===== config.mk =====
export PLATFORM = sky130hd
export DESIGN_NAME = fifo_wr_arbiter
export DESIGN_NICKNAME = d
export VERILOG_FILES = /design/src/rtl/fifo_arb_pkg.sv /design/src/rtl/rr_arbiter.sv /design/src/rtl/fifo_wr_arbiter.sv
export SDC_FILE = /design/constraint.sdc
export NUM_CORES = 1
export LEC_CHECK = 0
export BUFFER_PORTS_ARGS = -buffer_cell sky130_fd_sc_hd__buf_2
export CAP_MARGIN = 20
export CORE_ASPECT_RATIO = 1.25
export CORE_MARGIN = 2
export CORE_UTILIZATION = 29
export CTS_CLUSTER_SIZE = 24
export DETAILED_ROUTE_END_ITERATION = 7
export HOLD_SLACK_MARGIN = 0.02
export PLACE_DENSITY = 0.77
export REMOVE_ABC_BUFFERS = 1
export SETUP_SLACK_MARGIN = 0.2
export SLEW_MARGIN = 20
export SYNTH_ARGS = -nofsm -noshare
export SYNTH_HDL_FRONTEND = slang
export SYNTH_HIERARCHICAL = 1
export SYNTH_SLANG_ARGS = --single-unit

===== constraint.sdc =====
create_clock -name clk -period 1.45 [get_ports clk]
set_input_delay 0.0725 -clock clk [delete_from_list [all_inputs] [get_ports clk]]
set_output_delay 0.0725 -clock clk [all_outputs]
set_load 0.01 [all_outputs]

===== src/rtl/fifo_arb_pkg.sv =====
// Shared types and default sizing for the FIFO write arbiter.
// Holds the FSM state enum and the ring-index helper used by the round-robin search.
package fifo_arb_pkg;

    localparam int DEF_NUM_REQ    = 4;
    localparam int DEF_DATA_WIDTH = 32;
    localparam int DEF_MAX_BURST  = 4;

    typedef enum logic {
        IDLE  = 1'b0,
        BURST = 1'b1
    } arb_state_e;

    // Index reached by stepping 'off' places past 'base' around a ring of n slots.
    function automatic int wrap_idx(input int base, input int off, input int n);
        return (base + off) % n;
    endfunction

endpackage


===== src/rtl/rr_arbiter.sv =====
// Combinational round-robin pick: first asserted request after last_grant, wrapping.
// A request equal to last_grant is considered last, so it only wins when it is alone.
module rr_arbiter
    import fifo_arb_pkg::*;
#(
    parameter int NUM_REQ = DEF_NUM_REQ
) (
    input  logic [NUM_REQ-1:0]         req,
    input  logic [$clog2(NUM_REQ)-1:0] last_grant,
    output logic [$clog2(NUM_REQ)-1:0] winner,
    output logic                       any_req
);

    localparam int IDX_W = $clog2(NUM_REQ);

    logic [IDX_W-1:0] cand;

    always_comb begin
        winner  = '0;
        any_req = 1'b0;
        cand    = '0;
        for (int off = 1; off <= NUM_REQ; off++) begin
            cand = IDX_W'(wrap_idx(int'(last_grant), off, NUM_REQ));
            if (!any_req && req[cand]) begin
                winner  = cand;
                any_req = 1'b1;
            end
        end
    end

endmodule


===== src/rtl/fifo_wr_arbiter.sv =====
// Grants one requester at a time a burst of up to MAX_BURST writes into a downstream FIFO.
// Handshake and write data are combinational from the registered owner; arbitration takes one IDLE cycle.
module fifo_wr_arbiter
    import fifo_arb_pkg::*;
#(
    parameter int NUM_REQ    = DEF_NUM_REQ,
    parameter int DATA_WIDTH = DEF_DATA_WIDTH,
    parameter int MAX_BURST  = DEF_MAX_BURST
) (
    input  logic                          clk,
    input  logic                          rst_n,
    input  logic [NUM_REQ-1:0]            req_valid,
    input  logic [NUM_REQ*DATA_WIDTH-1:0] req_data,
    output logic [NUM_REQ-1:0]            req_ready,
    input  logic                          fifo_full,
    output logic                          fifo_w_en,
    output logic [DATA_WIDTH-1:0]         fifo_data_in,
    output logic [$clog2(NUM_REQ)-1:0]    grant_id,
    output logic                          busy
);

    localparam int IDX_W = $clog2(NUM_REQ);
    localparam int CNT_W = $clog2(MAX_BURST + 1);

    arb_state_e       state_q, state_d;
    logic [IDX_W-1:0] grant_q, grant_d;
    logic [IDX_W-1:0] last_q, last_d;
    logic [CNT_W-1:0] cnt_q, cnt_d;
    logic [IDX_W-1:0] rr_winner;
    logic             rr_any;
    logic             owner_valid;
    logic             xfer;

    logic [NUM_REQ-1:0][DATA_WIDTH-1:0] req_words;

    assign req_words = req_data;

    rr_arbiter #(
        .NUM_REQ (NUM_REQ)
    ) u_rr (
        .req        (req_valid),
        .last_grant (last_q),
        .winner     (rr_winner),
        .any_req    (rr_any)
    );

    // Async reset drops state_q to IDLE, which zeroes busy/ready/w_en in the same instant.
    assign busy         = (state_q == BURST);
    assign owner_valid  = req_valid[grant_q];
    assign xfer         = busy & owner_valid & ~fifo_full;
    assign fifo_w_en    = xfer;
    assign fifo_data_in = req_words[grant_q];
    assign grant_id     = grant_q;

    for (genvar g = 0; g < NUM_REQ; g++) begin : g_ready
        assign req_ready[g] = busy && (grant_q == IDX_W'(g)) && !fifo_full;
    end

    always_comb begin
        state_d = state_q;
        grant_d = grant_q;
        last_d  = last_q;
        cnt_d   = cnt_q;
        case (state_q)
            IDLE: begin
                if (rr_any) begin
                    grant_d = rr_winner;
                    cnt_d   = '0;
                    state_d = BURST;
                end
            end
            BURST: begin
                // Owner dropping valid releases the grant even while the FIFO is full.
                if (!owner_valid) begin
                    state_d = IDLE;
                    last_d  = grant_q;
                end else if (xfer) begin
                    cnt_d = cnt_q + 1'b1;
                    if (cnt_d == CNT_W'(MAX_BURST)) begin
                        state_d = IDLE;
                        last_d  = grant_q;
                    end
                end
            end
            default: state_d = IDLE;
        endcase
    end

    always_ff @(posedge clk or negedge rst_n) begin
        if (!rst_n) begin
            state_q <= IDLE;
            grant_q <= '0;
            last_q  <= IDX_W'(NUM_REQ - 1);
            cnt_q   <= '0;
        end else begin
            state_q <= state_d;
            grant_q <= grant_d;
            last_q  <= last_d;
            cnt_q   <= cnt_d;
        end
    end

endmodule


; ---- Word level (Yosys, flattened, before mapping)
; Index checks and enable logic that the tools add are counted.
[word_totals]
reg_bits = 8
latch_bits = 0
mem_bits_rw = 0
rom_bits = 0
out_inout_bits = 40
wordCells = 78
memories = 0
[classes]
addsub = 5
n_mul = 0
n_div = 0
magnitude_cmp = 5
eq_ne = 9
n_shift = 0
n_mux = 32
n_bitwise = 4
n_reduce_logical = 19
[ops]
columns = operator, n
row1 = $bmux W32 S2, 1
row2 = $mux W32, 1
row3 = $lt A2 B3 Y1 const B, 5
row4 = $mux W2, 7
row5 = $mux W1, 13
row6 = $logic_and A1 B1 Y1, 11
row7 = $bmux W1 S2, 5
row8 = $mux W3, 3
row9 = $ne A2 B2 Y1 const B, 3
row10 = $pmux W3 S2, 1
row11 = $reduce_and A3 Y1, 2
row12 = $add A2 B1 Y2 const B, 2
row13 = $add A2 B2 Y2 const B, 2
row14 = $eq A2 B2 Y1 const B, 2
row15 = $logic_not A1 Y1, 4
row16 = $ne A2 B1 Y1 const B, 2
row17 = $add A3 B1 Y3 const B, 1
row18 = $eq A3 B3 Y1 const B, 1
row19 = $and A1 B1 Y1, 2
row20 = $eq A2 B1 Y1 const B, 1
row21 = $logic_not A2 Y1, 1
row22 = $not A1 Y1, 2
row23 = $pmux W1 S2, 1
row24 = $reduce_and A2 Y1, 1

; ---- Longest topological paths before layout
; Gate-level depths: netlist of the first run.
[depth]
depth_word = 15
depth_mapped = 5
ltp_nobuf = 5

; ---- By module
; The synthesis of the first run kept the hierarchy.
[modules_own_cells]
columns = module, n_inst, cells_each, area_each_um2, seq_area_each_um2
row1 = fifo_wr_arbiter, 1, 87, 1282.5, 202.7
row2 = rr_arbiter, 1, 14, 91.3, 0.0

; ---- Worst setup path before layout of the first run
; No wires, ideal clock.
[synth_timing]
kind = flip-flop to output port
start = register grant_q[0] (netlist: grant_id[0])
end = output port fifo_data_in[14]
arrival_time_ns = 1.580
t_required_ns = 1.378
slack_ns = -0.202
stages_incl_launch_ff = 5
path_buffers = 3
cell_sequence = dfrtp_1 -> buf_6 -> buf_4 -> buf_2 -> mux4_2
[synth_via]
elab_chain_len = 2
[synth_rtl]
columns = item, line_no
row1 = start: declaration, fifo_wr_arbiter.sv:26  ; logic [IDX_W-1:0] grant_q, grant_d;
row2 = start signal: assignment, fifo_wr_arbiter.sv:97  ; grant_q <= grant_d;
row3 = $bmux W32 S2, fifo_wr_arbiter.sv:52  ; assign fifo_data_in = req_words[grant_q];
row4 = $mux W32 (not written as such), fifo_wr_arbiter.sv:52
row5 = end: declaration, fifo_wr_arbiter.sv:17  ; output logic [DATA_WIDTH-1:0] fifo_data_in,
; Every way passes these cells. The select of a mux whose other input is x is not followed.

; ---- Worst setup path after layout of the first run
[layout_timing]
start = register grant_q[0] (netlist: grant_id[0])
end = output port fifo_data_in[24]
; Same word-level chain as after synthesis.

==> results of run 1 <==
==> stage by stage <==
step | hold WS [ps] | setup TNS (ps) | setup slack, ps | instances | area [um2]
floorplan | -223.1 | -39090 | -1355 | 92 | 1320
global placement | -71.96 | -14.74 | -7.425 | 340 | 2422
detailed placement | -65.44 | -154.4 | -42.27 | 340 | 2422
CTS | 224.1 | -6773 | -215.0 | 350 | 2633
global route | 237.9 | -8584 | -238.8 | 353 | 2740
finish | 215.1 | -7237 | -211.8 | 354 | 2743
==> metal layers <==
metal  GRT usage  up-vias
met4     0.05417        4
met3     0.06094       14
met5           0        -
li1            -      812
met1      0.2420      857
met2      0.3969      111
==> power by group <==
group	internal (W)	total, W	switching (W)
clock	0.000192	0.000302	0.000109
combinational	0.00266	0.00436	0.00170
sequential	0.000361	0.000526	0.000165
total	0.00321	0.00519	0.00198
==> worst reg2reg max path, cell delays in order, from the launching register on <==
cell     delay (ps)
dfrtp_2         400
buf_4           120
mux4_2          520
o21ai_2         110
nand2_2         100
mux2_4          300
==> state kept, by name, summed over array words and instances (netlist names) <==
signal and flops:
cnt_q 3, grant_id 2, last_q 2, busy 1
==> logic make-up (layout without fill, tap and decap cells) <==
family / count (synthesis) / count (layout) / share of synthesized area
flops: 8 / 8 / 0.1475
xor+xnor: 2 / 2 / 0.01275
other cells: 0 / 2 / 0
buf+inv: 11 / 202 / 0.04463
fa+ha+maj: 2 / 2 / 0.01821
simple gates: 26 / 26 / 0.1047
mux: 41 / 41 / 0.6102
compound gates: 11 / 11 / 0.06193
==> layout by cell type, fill, tap and decap left out, drive strengths merged, types with 3 or more instances in the layout <==
| cell | instances |
|---|---|
| nand2b | 5 |
| mux2 | 6 |
| a21oi | 3 |
| o21ai | 3 |
| nor2 | 5 |
| clkbuf | 4 |
| mux4 | 33 |
| buf | 195 |
| dfrtp | 6 |
| nor2b | 3 |
| nand2 | 5 |
==> cell type report <==
type	count	area [um2]	area share
inverter	2	7.507	0.002737
sequential	8	205.2	0.07482
tap	60	75.07	0.02737
antenna	2	5.005	0.001825
timing repair buffer	196	1259	0.4589
clock buffer	4	45.04	0.01642
multi-input combinational	82	1146	0.4179
==> path summary, 6_finish.rpt <==
check | startpoint | endpoint | slack, ps | cells after the start
min | rst_n | cnt_q[0] | 220 | 2
max | grant_id[0] | fifo_data_in[24] | -210 | 4
min reg2reg | cnt_q[2] | cnt_q[2] | 600 | 2
max reg2reg | grant_id[0] | last_q[0] | -180 | 5
max in group asynchronous | rst_n | last_q[1] | 980 | 2
min in group clk | req_valid[2] | cnt_q[0] | 310 | 4
==> what timing repair did <==
action                                  CTS  global route
hold buffers                              1             0
resized for setup                        20            17
endpoints found under the setup margin   46            45
pin swaps                                 6             2
endpoints found under the hold margin     8             0
setup buffers                             4             2
cloned                                    1             0
==> qor.txt, run 1 <==
Setup slack after layout = -211.8 ps
Final Util = 0.5886
Worst-Margin Slew = 297.0 ps
Max incr delay on CP = 520 ps
Critical Path End Type = output port
Initial Util = 0.2948
WL final = 6221 um
Global-route wire length before repair = 8631 um
Buf/Inv on CP = 3
Final Hold Fails = 0
I/O pins = 175
Synth Cell Area = 0.001374 mm2
H-tree levels = 1
Syn. warnings = 6
Detailed placer's ending HPWL = 5069 um
Worst path cell trace = buf_12 > buf_12 > mux4_2 > buf_6
Crit-path most repeated cell = buf_12
Met3 Wirelength = 613 um
EDFF count, synth = 0
Min Tclk post-route = 1662 ps
Synth area leader = mux4_2
Total CTS buffers = 3
Syn Area/Cell = 13.60 um2
Slew headroom = 0.8020
Post-route ant nets = 0
Port bufs = 174
Die Area = 0.005307 mm2
PwrDens = 1893 mW/mm2
Clk_lat worst skew = 240 ps
Initial antenna violation count = 4
CTS sink count = 8
Vias in the first global route = 1,804
Top post-synthesis cells by count = mux4_2, dfrtp_1, nand2b_1, nor2_1
Final Cycle Share = 1.146
Sequential-to-total area share from yosys stat = 0.1475
P&R area growth vs syn = 99.64%
WP data required = 1380 ps
Yosys top cell area share = 0.5410
Setup violators final = 42
Critical-path maximum fanout = 8
TritonRoute pass-1 iters = 4
Asr flop ratio synth = 1.000
Critical path arrival = 1590 ps
Met1 Routed Length = 2233 um
Most common flop cell mapped by yosys = dfrtp_1
Cells after Synth = 101
Worst VDD drop = 0.9265 mV
Iteration-0 DRC Markers = 55
Leakage = 1.377 nW
Top sig layer = met5
Clock tree from TritonCTS = built
Synth top area cells = mux4_2, dfrtp_1, dfstp_2, nand2b_1, mux2_4
Via density = 5.079
Die width = 65.56 um
Largest net degree at the start of global routing = 20
WL met2 = 3271 um
CP startpoint kind = register
Drt wl/cell = 17.57 um
Largest delay share family, worst path = multiplexers
Maxcap violations = 0
Die Y = 80.95 um
Status = complete, but fails checks
Hold WC Path Type = primary input to async pin
Overall power = 0.005191 W
Achievable frequency = 601.7 MHz
Failing checks = negative setup slack
Unrepaired setup endpoints after global routing = true
Kind of critical path = register to output port
Total GRT Usage = 0.2150
Synth unique cells = 36
Core area = 0.004659 mm2
Fillers = 395
# DRC = 0
Pins Over Slew Limit = 0
Share of post-route cells with drive strength above 1 = 0.8527
Fin nets = 430
Overflow left after global routing = 0
Clock root buffer = clkbuf_8
Via total after detailed routing = 1,798
Clock buffer depth = 2
Worst path slowest cell = mux4_2
Max Clock Skew = 9.206 ps
Routability congestion estimate = 0.9280
Clock Pin Slew Worst Setup and Hold Paths = 50 ps
Rows = 28
Synthesized flop and latch total = 8
Count leader, synth = mux4_2
Note: power is estimated with default switching activity, not from simulation.
==> run 2, diff against run 1 <==
--- a/config.mk
+++ b/config.mk
@@ -8,7 +8,6 @@
 export BUFFER_PORTS_ARGS = -buffer_cell sky130_fd_sc_hd__buf_2
 export CAP_MARGIN = 20
 export CORE_ASPECT_RATIO = 1.25
-export CORE_MARGIN = 2
 export CORE_UTILIZATION = 29
 export CTS_CLUSTER_SIZE = 24
 export DETAILED_ROUTE_END_ITERATION = 7
==> run 2 against run 1 <==
Compared with the run above: the flow still finishes with violations (negative setup slack); total power decreased by 8.9%; register-to-register slack improved by 90 ps; worst hold slack got worse by 11 ps; highest routed layer is now met4; critical endpoint is now fifo_data_in[5]; sequential share of layout area increased by 0.41 points; count of clock-buffer cells in the layout unchanged; routed wire length decreased by 7.7%; clock skew decreased by 4.4 ps; critical path depth decreased by 1.
==> qor.txt, run 2 (synthesis results as in run 1) <==
Kind of critical path = register to output port
Worst path cell trace = buf_12 > mux4_2 > buf_6
Maxcap violations = 0
Status = complete, but fails checks
Core area = 0.004493 mm2
Sequential cell area = 206.4 um2
Share of post-route cells with drive strength above 1 = 0.8577
Net Sw Frac = 0.3907
Setup violators final = 38
Fillers = 391
Hold WC Path Type = primary input to async pin
Leakage = 1.305 nW
Drt wl/cell = 16.89 um
Worst VDD drop = 1.397 mV
Total GRT Usage = 0.2041
Setup TNS Final = -6233 ps
Clock share of power = 0.063
Critical-path maximum fanout = 25
Vias in the first global route = 1,707
Unrepaired setup endpoints after global routing = true
Max incr delay on CP = 550 ps
Worst-Margin Slew = 298.7 ps
Via total after detailed routing = 1,731
TritonRoute pass-1 iters = 4
Iteration-0 DRC Markers = 64
Fin nets = 419
Buf/Inv on CP = 2
WP data required = 1380 ps
Initial Util = 0.3058
WL final = 5742 um
Achievable frequency = 604.8 MHz
Min Tclk post-route = 1654 ps
Clock buffer depth = 2
Slew headroom = 0.8005
Max reg flops = 3
Max Clock Skew = 4.786 ps
Routability congestion estimate = 0.8058
Cell-internal power = 0.002880 W
CP startpoint kind = register
I/O pins = 175
Critical path arrival = 1580 ps
Via density = 5.091
Rows = 27
Dpl ws = -69.54 ps
Port bufs = 174
Multi-input logic area = 0.001152 mm2
Final Cycle Share = 1.140
# DRC = 0
FF-to-FF path depth = 4
Overflow left after global routing = 0
Critical Path End Type = output port
Clock tree from TritonCTS = built
Initial antenna violation count = 0
Largest net degree at the start of global routing = 36
Detailed placer's ending HPWL = 4579 um
Total CTS buffers = 3
Reg-to-reg endpoint = last_q[0]
Top reg by flops = cnt_q
Clk_lat worst skew = 240 ps
Die width = 63.56 um
Final Hold Fails = 0
Most frequent cells in the layout = buf_2, mux4_2, buf_6
Most common cell after layout, fill and taps aside = buf_2
Combinational power share = 0.823
Clock Pin Slew Worst Setup and Hold Paths = 50 ps
Switching pwr = 0.001847 W
Sequential Power Share = 0.114
Worst path slowest cell = mux4_2
CTS sink count = 8
Post-route ant nets = 0
PwrDens = 1806 mW/mm2
Critical R2R Launch = grant_id[0]
Die Area = 0.005018 mm2
R2R setup slack = -90 ps
Pins Over Slew Limit = 0
Die Y = 78.95 um
Setup slack after layout = -203.5 ps
Largest delay share family, worst path = multiplexers
P&R area growth vs syn = 90.53%
Clock root buffer = clkbuf_8
H-tree levels = 1
Failing checks = negative setup slack
Global-route wire length before repair = 7955 um
## run 2: cell count changes in the layout (fill, tap and decap cells not counted), sizes merged
cell,change
clkbuf,+1
buf,-12
diode,-1
## run 2: through the flow
step           power, W  cell area [um2]  std cells  hold slack, ps  utilization
2_1_floorplan  0.002591             1320         92          -223.1            -
6_report       0.004727             2618        340           204.3       0.5826
3_5_place_dp   0.003710             2322        330          -77.29       0.5168
4_1_cts        0.004268             2454        336           209.6       0.5461
5_1_grt        0.004999             2615        339           226.3       0.5820
3_3_place_gp   0.003638             2322        330          -77.93       0.5168
## run 2: worst max-delay path by stage
stage / from / endpoint / depth (start not counted)
after global routing: grant_id[0] / fifo_data_in[24] / 3
after global placement: grant_id[0] / last_q[1] / 4
after floorplan: grant_id[0] / last_q[0] / 4
final: grant_id[0] / fifo_data_in[5] / 3
after detailed placement: grant_id[0] / last_q[1] / 4
after CTS: grant_id[0] / fifo_data_in[5] / 3
## run 2: power groups by stage
stage	clock network, W	logic (W)	registers, W
finish	0.000300	0.00389	0.000537
CTS	0.000301	0.00343	0.000532
global placement	0	0.00313	0.000507
detailed placement	0	0.00319	0.000519
global route	0.000310	0.00413	0.000559
floorplan	0	0.00175	0.000837
## run 2: area by class of cell
type / count / share of cell area
sequential: 8 / 0.07887
timing repair buffer: 185 / 0.4321
tap: 58 / 0.02772
inverter: 2 / 0.002868
clock buffer: 4 / 0.01721
antenna: 1 / 0.0009560
multi-input combinational: 82 / 0.4403
## run 2: repair_timing
item	4_1_cts	5_1_grt
buffers inserted	1	2
hold endpoints to repair	8	0
cloned	0	1
pin swaps	6	2
endpoints found under the setup margin	45	45
hold buffers	1	0
resized for setup	15	21
## run 2: layer usage
metal,up-vias,track usage,part of all wire
li1,790,-,-
met1,849,0.2304,0.36
met2,86,0.3904,0.57
met3,6,0.03592,0.059
met4,0,0.04773,0.0089
met5,-,0,0
